### config.mk
export PLATFORM = sky130hd
export DESIGN_NAME = tune_player
export DESIGN_NICKNAME = d
export VERILOG_FILES = /design/src/rtl/tune_pkg.sv /design/src/rtl/tune_rom.sv /design/src/rtl/tune_player.sv
export SDC_FILE = /design/constraint.sdc
export NUM_CORES = 1
export LEC_CHECK = 0
export ABC_AREA = 0
export CELL_PAD_IN_SITES_DETAIL_PLACEMENT = 1
export CELL_PAD_IN_SITES_GLOBAL_PLACEMENT = 1
export CORE_MARGIN = 3
export CORE_UTILIZATION = 47
export CTS_CLUSTER_DIAMETER = 60
export DETAILED_ROUTE_END_ITERATION = 12
export PLACE_DENSITY = 0.78
export SYNTH_ARGS = -nofsm -noshare
export SYNTH_HDL_FRONTEND = slang
export SYNTH_SLANG_ARGS = --single-unit
### constraint.sdc
create_clock -name clk -period 4.55 [get_ports clk]
set_input_delay 0.455 -clock clk [delete_from_list [all_inputs] [get_ports clk]]
set_output_delay 0.455 -clock clk [all_outputs]
set_load 0.01 [all_outputs]
### src/rtl/tune_pkg.sv
// tune_pkg: shared types, tune identifiers and note tables for tune_player.
// Default note field widths match the tune_player parameter defaults.
package tune_pkg;

   localparam int NOTE_TUNE_W = 2;
   localparam int NOTE_IDX_W  = 4;
   localparam int NOTE_HP_W   = 17;
   localparam int NOTE_DUR_W  = 24;

   localparam logic [NOTE_TUNE_W-1:0] TUNE_WIN   = 2'd0;
   localparam logic [NOTE_TUNE_W-1:0] TUNE_DEATH = 2'd1;
   localparam logic [NOTE_TUNE_W-1:0] TUNE_HOP   = 2'd2;
   localparam logic [NOTE_TUNE_W-1:0] TUNE_LEVEL = 2'd3;

   // Silence inserted between notes when the gap option is built in.
   localparam int unsigned GAP_CYCLES = 65536;
   localparam int          GAP_W      = 17;

   // hp is the half period in clk cycles (0 = rest), dur the note length.
   typedef struct packed {
      logic [NOTE_HP_W-1:0]  hp;
      logic [NOTE_DUR_W-1:0] dur;
      logic                  last;
   } note_t;

   typedef enum logic [1:0] {
      ST_IDLE = 2'd0,
      ST_PLAY = 2'd1,
      ST_GAP  = 2'd2
   } state_e;

   function automatic note_t mk_note(input int hp, input int dur, input logic last);
      note_t n;
      n.hp   = NOTE_HP_W'(hp);
      n.dur  = NOTE_DUR_W'(dur);
      n.last = last;
      return n;
   endfunction

   // Table lookup. Entries past a tune's last note read as a terminating rest.
   // LEVEL deliberately carries no last flag: it ends on index wrap.
   function automatic note_t tune_lookup(input logic [NOTE_TUNE_W-1:0] tune,
                                         input logic [NOTE_IDX_W-1:0]  idx);
      note_t n;
      n = mk_note(0, 0, 1'b1);
      case (tune)
         TUNE_WIN: begin
            case (idx)
               4'd0:    n = mk_note(4474, 3125000, 1'b0);
               4'd1:    n = mk_note(3986, 3125000, 1'b0);
               4'd2:    n = mk_note(3551, 6250000, 1'b1);
               default: ;
            endcase
         end
         TUNE_DEATH: begin
            case (idx)
               4'd0:    n = mk_note(1000, 2000000, 1'b0);
               4'd1:    n = mk_note(0,    1000000, 1'b0);
               4'd2:    n = mk_note(1500, 4000000, 1'b1);
               default: ;
            endcase
         end
         TUNE_HOP: begin
            case (idx)
               4'd0:    n = mk_note(100, 1024000, 1'b0);
               4'd1:    n = mk_note(0,   512000,  1'b0);
               4'd2:    n = mk_note(50,  0,       1'b1);
               default: ;
            endcase
         end
         default: n = mk_note(3000 - 150 * int'(idx), 102400, 1'b0);
      endcase
      return n;
   endfunction

endpackage

### src/rtl/tune_rom.sv
// tune_rom: combinational (tune, idx) -> note lookup into the package tables.
module tune_rom
   import tune_pkg::*;
(
   input  logic [NOTE_TUNE_W-1:0] tune,
   input  logic [NOTE_IDX_W-1:0]  idx,
   output note_t                  note
);

   // Pure table decode; the player registers the result on load.
   always_comb begin
      note = tune_lookup(tune, idx);
   end

endmodule

### src/rtl/tune_player.sv
// tune_player: table-driven square-wave sequencer with selectable tunes,
// rests, preemption on a new start edge, mute and busy/done status.
// Optional macro TUNE_PLAYER_GAP_EN inserts a silent gap between notes.
module tune_player
   import tune_pkg::*;
#(
   parameter int TUNE_W    = NOTE_TUNE_W,
   parameter int IDX_W     = NOTE_IDX_W,
   parameter int HP_W      = NOTE_HP_W,
   parameter int DUR_W     = NOTE_DUR_W,
   parameter int DUR_SHIFT = 0
)(
   input  logic              clk,
   input  logic              reset,
   input  logic              start,
   input  logic [TUNE_W-1:0] tune_sel,
   input  logic              mute,
   output logic              sound_out,
   output logic              busy,
   output logic              done,
   output logic [IDX_W-1:0]  note_idx
);

   state_e            state_q, state_d;
   logic              start_q, start_d;
   logic [TUNE_W-1:0] tune_q, tune_d;
   logic [IDX_W-1:0]  idx_q, idx_d;
   note_t             note_q, note_d;
   logic [HP_W-1:0]   ph_cnt_q, ph_cnt_d;
   logic [DUR_W-1:0]  dur_cnt_q, dur_cnt_d;
   logic              tone_q, tone_d;
   logic              done_c;

   logic              trig;
   logic              load;
   logic              dur_term;
   logic              is_last;
   logic [DUR_W-1:0]  dur_sh, dur_eff;
   logic [TUNE_W-1:0] rom_tune;
   logic [IDX_W-1:0]  rom_idx;
   note_t             rom_note;

`ifdef TUNE_PLAYER_GAP_EN
   localparam int unsigned        GAP_SH   = GAP_CYCLES >> DUR_SHIFT;
   localparam int unsigned        GAP_EFF  = (GAP_SH == 0) ? 1 : GAP_SH;
   localparam logic [GAP_W-1:0]   GAP_LAST = GAP_W'(GAP_EFF - 1);
   logic [GAP_W-1:0]              gap_cnt_q, gap_cnt_d;
`endif

   assign trig     = start & ~start_q;
   // On a trigger the ROM is pointed at note 0 of the new tune, otherwise
   // at the successor of the current note so it is ready at note end.
   assign rom_tune = trig ? tune_sel : tune_q;
   assign rom_idx  = trig ? '0 : idx_q + 1'b1;

   tune_rom u_rom (
      .tune (rom_tune),
      .idx  (rom_idx),
      .note (rom_note)
   );

   // Effective note length: shifted for fast simulation, never below one cycle.
   always_comb begin
      dur_sh   = note_q.dur >> DUR_SHIFT;
      dur_eff  = (dur_sh == '0) ? DUR_W'(1) : dur_sh;
      dur_term = (dur_cnt_q == dur_eff - 1'b1);
      // An unflagged entry at the top index still ends the tune.
      is_last  = note_q.last | (&idx_q);
   end

   // Sequencer next-state: trigger/preempt, tone phase, note advance, gap.
   always_comb begin
      state_d   = state_q;
      start_d   = start;
      tune_d    = tune_q;
      idx_d     = idx_q;
      note_d    = note_q;
      ph_cnt_d  = ph_cnt_q;
      dur_cnt_d = dur_cnt_q;
      tone_d    = tone_q;
      done_c    = 1'b0;
      load      = 1'b0;
`ifdef TUNE_PLAYER_GAP_EN
      gap_cnt_d = gap_cnt_q;
`endif
      if (trig) begin
         // A new edge always wins, including over a finishing last note.
         tune_d = tune_sel;
         idx_d  = '0;
         load   = 1'b1;
      end else begin
         case (state_q)
            ST_IDLE: ;
            ST_PLAY: begin
               if (dur_term) begin
                  if (is_last) begin
                     done_c    = 1'b1;
                     state_d   = ST_IDLE;
                     idx_d     = '0;
                     tone_d    = 1'b0;
                     ph_cnt_d  = '0;
                     dur_cnt_d = '0;
                  end else begin
`ifdef TUNE_PLAYER_GAP_EN
                     state_d   = ST_GAP;
                     gap_cnt_d = '0;
                     tone_d    = 1'b0;
                     ph_cnt_d  = '0;
                     dur_cnt_d = '0;
`else
                     idx_d = idx_q + 1'b1;
                     load  = 1'b1;
`endif
                  end
               end else begin
                  dur_cnt_d = dur_cnt_q + 1'b1;
                  if (note_q.hp == '0) begin
                     tone_d = 1'b0;
                  end else if (ph_cnt_q == note_q.hp - 1'b1) begin
                     ph_cnt_d = '0;
                     tone_d   = ~tone_q;
                  end else begin
                     ph_cnt_d = ph_cnt_q + 1'b1;
                  end
               end
            end
`ifdef TUNE_PLAYER_GAP_EN
            ST_GAP: begin
               if (gap_cnt_q == GAP_LAST) begin
                  idx_d = idx_q + 1'b1;
                  load  = 1'b1;
               end else begin
                  gap_cnt_d = gap_cnt_q + 1'b1;
               end
            end
`endif
            default: state_d = ST_IDLE;
         endcase
      end
      // Every note starts at phase high with fresh counters.
      if (load) begin
         state_d   = ST_PLAY;
         note_d    = rom_note;
         ph_cnt_d  = '0;
         dur_cnt_d = '0;
         tone_d    = (rom_note.hp != '0);
      end
   end

   // State registers with synchronous reset.
   always_ff @(posedge clk) begin
      if (reset) begin
         state_q   <= ST_IDLE;
         start_q   <= 1'b0;
         tune_q    <= '0;
         idx_q     <= '0;
         note_q    <= '0;
         ph_cnt_q  <= '0;
         dur_cnt_q <= '0;
         tone_q    <= 1'b0;
`ifdef TUNE_PLAYER_GAP_EN
         gap_cnt_q <= '0;
`endif
      end else begin
         state_q   <= state_d;
         start_q   <= start_d;
         tune_q    <= tune_d;
         idx_q     <= idx_d;
         note_q    <= note_d;
         ph_cnt_q  <= ph_cnt_d;
         dur_cnt_q <= dur_cnt_d;
         tone_q    <= tone_d;
`ifdef TUNE_PLAYER_GAP_EN
         gap_cnt_q <= gap_cnt_d;
`endif
      end
   end

   // Mute only gates the pin; sequencing carries on underneath.
   assign sound_out = tone_q & ~mute;
   assign busy      = (state_q != ST_IDLE);
   assign done      = done_c;
   assign note_idx  = idx_q;

endmodule

Word-level counts from Yosys, hierarchy flattened
Index checks and enable logic that the tools add are counted.
{"block": "classes", "bitwise_logic": 8, "n_shift": 0, "mul": 1, "n_reduce_logical": 18, "n_mux": 34, "eq_ne": 16, "order_cmp": 0, "n_div": 0, "n_addsub": 6}
{"operator": "42-bit case mux with 3 select lines", "n": 1}
{"operator": "38-bit case mux with 3 select lines", "n": 1}
{"operator": "36-bit case mux with 3 select lines", "n": 1}
{"operator": "32-bit case mux with 3 select lines", "n": 1}
{"operator": "24-bit two-way mux", "n": 3}
{"operator": "17-bit two-way mux", "n": 4}
{"operator": "24-bit by 1-bit adder with 24-bit output (second input constant)", "n": 1}
{"operator": "24-bit equality test", "n": 1}
{"operator": "24-bit zero test", "n": 1}
{"operator": "24-bit by 1-bit subtractor with 24-bit output (second input constant)", "n": 1}
{"operator": "4-bit AND reduction", "n": 5}
{"operator": "17-bit by 1-bit adder with 17-bit output (second input constant)", "n": 1}
{"operator": "17-bit equality test", "n": 1}
{"operator": "17-bit zero test", "n": 1}
{"operator": "1-bit two-way mux", "n": 17}
{"operator": "17-bit nonzero test", "n": 1}
{"operator": "13-bit by 17-bit subtractor with 17-bit output (first input constant)", "n": 1}
{"operator": "17-bit by 1-bit subtractor with 17-bit output (second input constant)", "n": 1}
{"operator": "7-bit by 4-bit multiplier with 11-bit output (first input constant)", "n": 1}
{"operator": "4-bit two-way mux", "n": 2}
{"operator": "2-bit != test (second input constant)", "n": 4}
{"operator": "2-bit two-way mux", "n": 3}
{"operator": "3-bit != test (second input constant)", "n": 2}
{"operator": "1-bit NOT", "n": 5}
{"operator": "other kinds (17)", "n": 23}
{"block": "totals", "wordCells": 94, "output_inout_bits": 7, "ff_bits": 93, "mem_bits_rw": 0, "latch_bits": 0, "mem_count": 0, "rom_bits": 0}

Depth between registers and ports, before layout
Gate-level depths: netlist of the first run.
{"block": "logic_depth", "depth_word": 9, "depth_mapped": 19, "mapped_depth_nobuf": 19}

Modules after synthesis
Synthesis of the first run repeated with hierarchy kept, for this count alone.
{"block": "unflattened", "cells_unflattened": 940, "area_unflattened_um2": 7039.3}
{"module": "tune_player", "instances": 1, "cells_per_inst": 762, "area_per_inst_um2": 5860.6}
{"module": "tune_rom", "instances": 1, "cells_per_inst": 178, "area_per_inst_um2": 1178.6}

Worst setup path before layout of the first run
Ideal clock, no wire load.
{"block": "synth_path", "kind": "input to register", "from": "input start", "to": "register tone_q", "slack_ps": 682, "n_path_buf": 1, "t_required_ps": 4410, "cell_stages": 19, "arrival_ps": 3729, "setup_ps": 140, "path_cell_list": "nor2b_1 > clkbuf_1 > or2_2 > inv_1 > ha_1 > inv_1 > fa_1 > inv_1 > ha_1 > a211oi_1 > o21ai_0 > a21oi_1 > xnor2_1 > nand3_1 > nand2_1 > xor2_1 > o21ai_0 > o31ai_1 > a221oi_1"}
{"block": "synth_via", "elab_chain_cells": 7, "word_cells_on_any_way": 23, "classes_between": "1 x add/sub; 1 x mul; 6 x eq/ne; 8 x mux; 1 x bitwise; 6 x reduce/logical"}
{"item": "from (decl)", "line": "tune_player.sv:15", "rtl": "input logic start,"}
{"item": "1-bit bitwise AND (*)", "line": "tune_player.sv:50", "rtl": "assign trig = start & ~start_q;"}
{"item": "4-bit two-way mux", "line": "tune_player.sv:54", "rtl": "assign rom_idx = trig ? '0 : idx_q + 1'b1;"}
{"item": "7-bit by 4-bit multiplier with 11-bit output (tied with other cells)", "line": "tune_pkg.sv:71", "rtl": "default: n = mk_note(3000 - 150 * int'(idx), 102400, 1'b0);"}
{"item": "13-bit by 17-bit subtractor with 17-bit output (tied with other cells)", "line": "tune_pkg.sv:71"}
{"item": "42-bit case mux with 3 select lines", "line": "tune_pkg.sv:46", "rtl": "case (tune)"}
{"item": "17-bit nonzero test", "line": "tune_player.sv:146", "rtl": "tone_d = (rom_note.hp != '0);"}
{"item": "1-bit two-way mux", "line": "tune_player.sv:141", "rtl": "if (load) begin"}
{"item": "to (signal assigned)", "line": "tune_player.sv:172", "rtl": "tone_q <= tone_d;"}
{"item": "to (decl)", "line": "tune_player.sv:31", "rtl": "logic tone_q, tone_d;"}
Every way passes the cells marked *; elsewhere a longest branch is shown, timed or not.
A chain may end at the register's enable or synchronous reset.

Worst setup path after layout of the first run
{"block": "layout_path", "from": "register note_q, in the netlist dur_sh[15]", "to": "register tone_q"}
{"block": "layout_via", "elab_chain_cells": 9, "word_cells_on_any_way": 16, "classes_between": "1 x add/sub; 3 x eq/ne; 8 x mux; 4 x reduce/logical"}
{"item": "from (decl)", "line": "tune_player.sv:28", "rtl": "note_t note_q, note_d;"}
{"item": "from (signal assigned)", "line": "tune_player.sv:169", "rtl": "note_q <= note_d;"}
{"item": "24-bit zero test", "line": "tune_player.sv:65", "rtl": "dur_eff = (dur_sh == '0) ? DUR_W'(1) : dur_sh;"}
{"item": "24-bit two-way mux (*)", "line": "tune_player.sv:65"}
{"item": "24-bit by 1-bit subtractor with 24-bit output (*)", "line": "tune_player.sv:66", "rtl": "dur_term = (dur_cnt_q == dur_eff - 1'b1);"}
{"item": "24-bit equality test (*)", "line": "tune_player.sv:66"}
{"item": "1-bit two-way mux", "line": "tune_player.sv:95", "rtl": "if (dur_term) begin"}
{"item": "1-bit two-way mux", "line": "tune_player.sv:92", "rtl": "case (state_q)"}
{"item": "1-bit two-way mux", "line": "tune_player.sv:86", "rtl": "if (trig) begin"}
{"item": "3-bit by 2-bit != test with 1-bit output (no line) (tied with other cells)"}
{"item": "4-bit AND reduction (no line)"}
Every way passes the cells marked *; elsewhere a longest branch is shown, timed or not. The select of a mux whose other input is x is not followed.

==> impl_metrics.py, run 1 <==
metrics = {
    "synth": {
        "synthArstFlopShare_pct": 0,
        "synth_flop_cell": "dfxtp_1",
        "synthTopCellsByArea": "dfxtp_1 29%, xnor2_1 10%, nor2_1 7.8%",
        "seq_area_frac_synth_pct": 28.9,
        "syn_nets": 779,
        "ys_types": 64,
        "netlist.top_cell.by_area": "dfxtp_1",
        "synthCells": 749,
        "synth-seq-cells": 84,
        "yosysMostFrequentCell": "nor2_1",
        "synthTopCellsByCount": "120 x nor2_1, 84 x dfxtp_1, 69 x xnor2_1, 50 x nand2_1, 37 x nor3_1",
        "synth_top_area_share_pct": 28.9,
        "netlist_area_mm2": 0.00581,
        "avgSynthCellArea_um2": 7.76,
        "synth_edf_count": 0,
        "synth_warnings": 0,
    },
    "global_route": {
        "met1_usage_pct": 30.9,
        "grt.busiest_layer": "met2",
        "grt_max_degree": 42,
        "grtUsageTotal_pct": 25.6,
        "grt_use_met3_pct": 5.91,
        "grt_pass1_vias": 5547,
        "gr-usage-met2_pct": 44.8,
        "gr-total-overflow": 0,
        "grt_first_pass_wirelength_mm": 27.5,
        "antenna_found_initial": 0,
    },
    "timing": {
        "holdWs_ns": 0.522,
        "fmax_mhz": 230,
        "slew_headroom_pct": 48.6,
        "skew_ns": 0.00871,
        "finalMaxSlewViolations": 0,
        "post-route-min-period_ns": 4.35,
        "tightest_slew_ns": 0.768,
        "setup_viol": 0,
        "hold_violations": 0,
        "fin_crit_sh_pct": 95.5,
    },
    "power": {
        "power_density_mw_per_mm2": 308,
        "p_int_uw": 1420,
        "power.leakage_uw": 0.00231,
        "switchingPower_uw": 582,
        "clockPowerShare_pct": 40.8,
        "pwr-share-seq_pct": 39.6,
        "vdd_drop_max_mv": 0.241,
        "combPwrFrac_pct": 19.6,
        "swShare_pct": 29.0,
    },
    "cts": {
        "path_clk_slew_ns": 0.06,
        "clockRootBuffer": "clkbuf_16",
        "clock_latency_ns": 0.35,
        "h-tree-depth": 3,
        "cts_sinks": 84,
        "cts_tree": "yes",
        "clockBufferDepth": 2,
        "cts_buffers": 9,
    },
    "routing": {
        "num_vias": 5392,
        "drt_first_pass_iters": 4,
        "ant_nets": 0,
        "drt-total-wl_mm": 16.8,
        "route.detailed.vias_per_inst": 5.85,
        "post_drt_wl_per_cell_um": 18.2,
        "drcViolationCount": 0,
        "detail_route.iter0.violations": 306,
    },
    "final_layout": {
        "nets": 783,
        "finalNonFillerCells": 922,
        "drive_gt1_share_pct": 7.26,
        "antennaDiodeCount": 0,
        "n_fill_cell": 1437,
        "multi_input_area_mm2": 0.00388,
        "seq_area_mm2": 0.00168,
        "syn_to_final_growth_pct": 12.0,
    },
    "floorplanning": {
        "die_w_um": 117,
        "start_util_pct": 49.4,
        "dieArea_mm2": 0.0137,
        "rows": 39,
        "die_h_um": 117,
        "pin_count": 13,
        "core_mm2": 0.0118,
    },
    "setup_path": {
        "cp_slowest_cell": "or4_4",
        "critPathMostFrequentCell": "or4_4",
        "path_max_fanout": 41,
        "required_ns": 4.80,
        "critPathLaunchType": "flop",
        "slowest_delay_ns": 0.60,
        "crit_type": "reg2reg",
        "arrival_ns": 4.59,
        "crit_chain": "or4_4 -> or4_4 -> a221oi_2 -> a211oi_1 -> a2111oi_2 -> nand4_2 -> buf_4 -> or3_4 -> o31ai_4 -> buf_12 -> o31ai_1 -> a221oi_1",
        "end_kind": "flop",
    },
    "placed_design": {
        "port_buffers": 12,
        "post-dp-hpwl_mm": 12.5,
        "gp_congestion": 0.793,
        "dp.cells": 905,
    },
    "run_status": {
        "status": "completed",
    },
    "hold_path": {
        "hp-class": "reg2reg",
    },
    "flow_run": {
        "max_cap_viol_count": 0,
    },
}
==> critical path, delay by kind of cell, from the launching register on <==
family                 cells  cell delay, ns
DFF                        1            0.37
and+or+nand+nor            4            1.85
buffers and inverters      2            0.49
AOI/OAI and AO/OA          6            1.53
==> layout make-up <==
cell class	instances	area share [%]
clock inverters	3	1.06
flip-flops and latches	84	25.9
clock buffers	13	4.00
well taps	164	3.15
repair buffers	34	4.58
multi-input cells	595	59.7
inverters	29	1.67
==> power groups by stage <==
stage,Combinational [uW],Sequential (uW),Clock (uW)
after global placement,363,809,0
after detailed placement,378,810,0
after global routing,432,798,872
after CTS,385,794,837
final,393,795,819
after floorplan,291,792,0
==> routing by layer <==
layer	wire, um	part of all wire (%)
met1	7590	45
met2	8290	49
met3	549	3.3
met4	357	2.1
met5	0	0
==> sequential cells by signal, indices dropped and copies added (netlist names) <==
signal     cells
dur_sh        16
ph_cnt_q      17
state_q        1
note_q        18
note_idx       4
tune_q         2
start_q        1
dur_cnt_q     24
tone_q         1
==> logic make-up (layout without fill, tap and decap cells) <==
kind of cell	after synthesis	count (layout)	share of synthesized area, %
mux	30	30	5.32
flops	84	84	28.9
buf+inv	70	79	4.87
simple gates	317	317	26.8
compound gates	131	131	14.8
xor+xnor	93	93	14.0
fa+ha+maj	24	24	5.30
==> per-stage QoR <==
step | setup WS [ns] | total power (uW) | setup TNS (ns) | cell area, um2 | utilization [%]
finish | 0.203 | 2010 | 0 | 6510 | 55.3
global route | -0.0222 | 2100 | -0.0222 | 6510 | 55.3
CTS | 0.0758 | 2020 | 0 | 6470 | 55.0
detailed placement | -0.0110 | 1190 | -0.0110 | 6140 | 52.2
global placement | 0.210 | 1170 | 0 | 6140 | 52.2
floorplan | 0.682 | 1080 | 0 | 5810 | -
==> cells in the final DEF (no fill, tap or decap), types with 12 or more instances in the layout <==
| cell type | Yosys | final |
|---|---|---|
| o21ai_0 | 20 | 19 |
| ha_1 | 23 | 23 |
| dfxtp_1 | 84 | 82 |
| nand2_1 | 50 | 50 |
| xnor2_1 | 69 | 69 |
| nor2_1 | 120 | 120 |
| nor4_1 | 17 | 17 |
| nand3_1 | 27 | 27 |
| nor3_1 | 37 | 35 |
| a21oi_1 | 36 | 36 |
| xor2_1 | 24 | 24 |
| buf_4 | 2 | 21 |
| mux2i_1 | 23 | 23 |
| a211oi_1 | 12 | 12 |
| inv_1 | 29 | 29 |
==> final timing paths <==
kind | start | end | slack, ns | depth (start not counted)
setup reg to reg | dur_sh[15] | tone_q | 0.20 | 12
hold / removal | note_q[0] | note_q[0] | 0.52 | 2
setup / recovery | dur_sh[15] | tone_q | 0.20 | 12
hold reg to reg | note_q[0] | note_q[0] | 0.52 | 2
==> what timing repair did <==
action                                  CTS  global route
hold buffers                              0             0
buffers inserted                          0             1
hold endpoints to repair                  0             0
gates resized for setup                   2             9
pin swaps                                 1             4
endpoints found under the setup margin    1             2
(Power assumes the default switching activity.)
==> run 2, diff against run 1 <==
CORE_UTILIZATION = 45   (was 47)
GPL_TIMING_DRIVEN = 0   (was not set)
PLACE_DENSITY = 0.75   (was 0.78)
==> impl_metrics.py, run 2 (synthesis results as in run 1) <==
metrics = {
    "routing": {
        "ant_nets": 0,
        "detail_route.iter0.violations": 315,
        "drt_first_pass_iters": 4,
        "route.detailed.vias_per_inst": 5.77,
        "post_drt_wl_per_cell_um": 19.0,
        "drcViolationCount": 0,
        "num_vias": 5482,
        "drt-total-wl_mm": 18.0,
    },
    "setup_path": {
        "crit_chain": "or4_4 -> or4_1 -> clkbuf_4 -> a221oi_2 -> a211oi_1 -> a2111oi_2 -> nand4_2 -> buf_4 -> buf_4 -> o31a_1 -> clkbuf_1 -> buf_2 -> nor3_1 -> xnor2_1 -> nor2_1",
        "crit_type": "reg2reg",
        "worst-r2r-cell-count": 15,
        "r2r_end": "ph_cnt_q[7]",
        "critPathLaunchType": "flop",
        "endpoint": "ph_cnt_q[7]",
        "critPathTopFamily": "simple AND/OR/NAND/NOR gates",
        "cp_slowest_cell": "or4_4",
        "end_kind": "flop",
        "crit_buf_inv": 5,
        "required_ns": 4.78,
        "arrival_ns": 4.64,
        "timing.rr.start": "dur_sh[15]",
        "worstSetupStartpoint": "dur_sh[15]",
        "rrSetupSlack_ns": 0.13,
        "critPathMostFrequentCell": "buf_4",
        "path_max_fanout": 10,
        "slowest_delay_ns": 0.58,
        "cp_num_cells": 15,
    },
    "floorplanning": {
        "pin_count": 13,
        "die_h_um": 120,
        "die_w_um": 120,
        "rows": 40,
        "dieArea_mm2": 0.0143,
        "core_mm2": 0.0123,
        "start_util_pct": 47.2,
    },
    "final_layout": {
        "n_fill_cell": 1514,
        "final_common_cell": "nor2_1",
        "top_regs": "dur_cnt_q x24, note_q x18, ph_cnt_q x17",
        "regMostFlops": "dur_cnt_q",
        "largest_reg_flops": 24,
        "design_area_mm2": 0.00667,
        "nets": 808,
        "drive_gt1_share_pct": 9.21,
        "finalNonFillerCells": 950,
        "antennaDiodeCount": 0,
        "syn_to_final_growth_pct": 14.9,
        "layout_common_cells": "118 x nor2_1, 81 x dfxtp_1, 68 x xnor2_1, 49 x nand2_1, 35 x a21oi_1",
    },
    "cts": {
        "cts_buffers": 9,
        "clock_latency_ns": 0.35,
        "cts_sinks": 84,
        "cts_tree": "yes",
        "clockRootBuffer": "clkbuf_16",
        "clockBufferDepth": 2,
        "holdBufCountCts": 0,
        "path_clk_slew_ns": 0.07,
        "h-tree-depth": 3,
    },
    "timing": {
        "fin_crit_sh_pct": 97.0,
        "post-route-min-period_ns": 4.42,
        "hold_violations": 0,
        "rsz0062_at_grt": "yes",
        "fmax_mhz": 226,
        "skew_ns": 0.00771,
        "slew_headroom_pct": 15.1,
        "finalMaxSlewViolations": 0,
        "setup_viol": 0,
        "tightest_slew_ns": 1.26,
    },
    "flow_run": {
        "max_cap_viol_count": 0,
    },
    "global_route": {
        "gr-total-overflow": 0,
        "grt_max_degree": 15,
        "grtUsageTotal_pct": 26.0,
        "grt_pass1_vias": 5821,
        "grt_first_pass_wirelength_mm": 29.8,
        "antenna_found_initial": 0,
    },
    "power": {
        "power_density_mw_per_mm2": 310,
        "vdd_drop_max_mv": 0.169,
        "power.leakage_uw": 0.00238,
    },
    "hold_path": {
        "hp-class": "reg2reg",
    },
    "placed_design": {
        "place_area_mm2": 0.00614,
        "port_buffers": 12,
        "gp_congestion": 0.911,
        "post-dp-hpwl_mm": 13.5,
        "dp.cells": 929,
    },
    "run_status": {
        "status": "completed",
    },
}
==> run 2: changes by cell type in the layout (fill, tap and decap cells not counted), sizes merged <==
cell / previous run / this run
clkinv: 1 / 2
buf: 22 / 17
clkbuf: 13 / 40
clkdlybuf4s15: 1 / 0
inv: 29 / 30
bufinv: 2 / 3
==> run 2: area by class of cell <==
cell class	count	area, um2	area share (%)
multi-input combinational	595	3970	59.4
clock inverter	6	113	1.69
inverter	29	109	1.63
sequential	84	1690	25.3
timing repair buffer	20	173	2.59
buffer	39	193	2.89
tap	168	210	3.15
clock buffer	9	225	3.37
==> run 2: per-stage QoR <==
stage               power [uW]  utilization, %  TNS, ns  hold slack [ns]  setup slack (ns)
finish                    2070            54.2        0            0.514             0.135
global route              2160            54.2   -0.115            0.533           -0.0275
CTS                       2070            53.3        0            0.515            0.0271
detailed placement        1190            49.9    -6.04            0.499            -0.763
global placement          1170            49.9    -3.90            0.496            -0.678
floorplan                 1080               -        0            0.465             0.682
==> run 2: how the worst min path moves through the flow <==
stage / startpoint / to / slack (ns) / cells past startpoint
final: note_q[0] / note_q[0] / 0.51 / 2
after global routing: note_q[0] / note_q[0] / 0.53 / 2
after CTS: note_q[0] / note_q[0] / 0.52 / 2
after detailed placement: note_q[0] / note_q[0] / 0.50 / 2
after global placement: note_q[0] / note_q[0] / 0.50 / 2
after floorplan: note_q[0] / note_q[0] / 0.47 / 2
==> run 2: repair_timing <==
| action | CTS | global route |
|---|---|---|
| resized for setup | 15 | 36 |
| setup buffers | 5 | 2 |
| pin swaps | 4 | 4 |
| cloned | 0 | 1 |
| endpoints found under the setup margin | 40 | 73 |
==> run 2: worst min-delay path: stages, from the launching register on <==
cell and delay [ns]:
dfxtp_1 0.35, nand2_1 0.07, a21oi_1 0.05
==> run 2: layer usage <==
| metal | up-vias | share of wire, % | global-route usage (%) |
|---|---|---|---|
| met1 | 2704 | 46 | 32.1 |
| met3 | 21 | 2.5 | 5.09 |
| met4 | 0 | 1.5 | 7.52 |
| met5 | - | 0 | 0 |
| met2 | 59 | 50 | 46.0 |
| li1 | 2698 | - | - |
==> run 2: report_power, final <==
part           switching, uW  leakage (uW)  total, uW  internal (uW)
combinational            265       0.00153        424            159
clock                    320      0.000166        856            535
sequential              30.2      0.000683        789            759
total                    616       0.00238       2070           1450
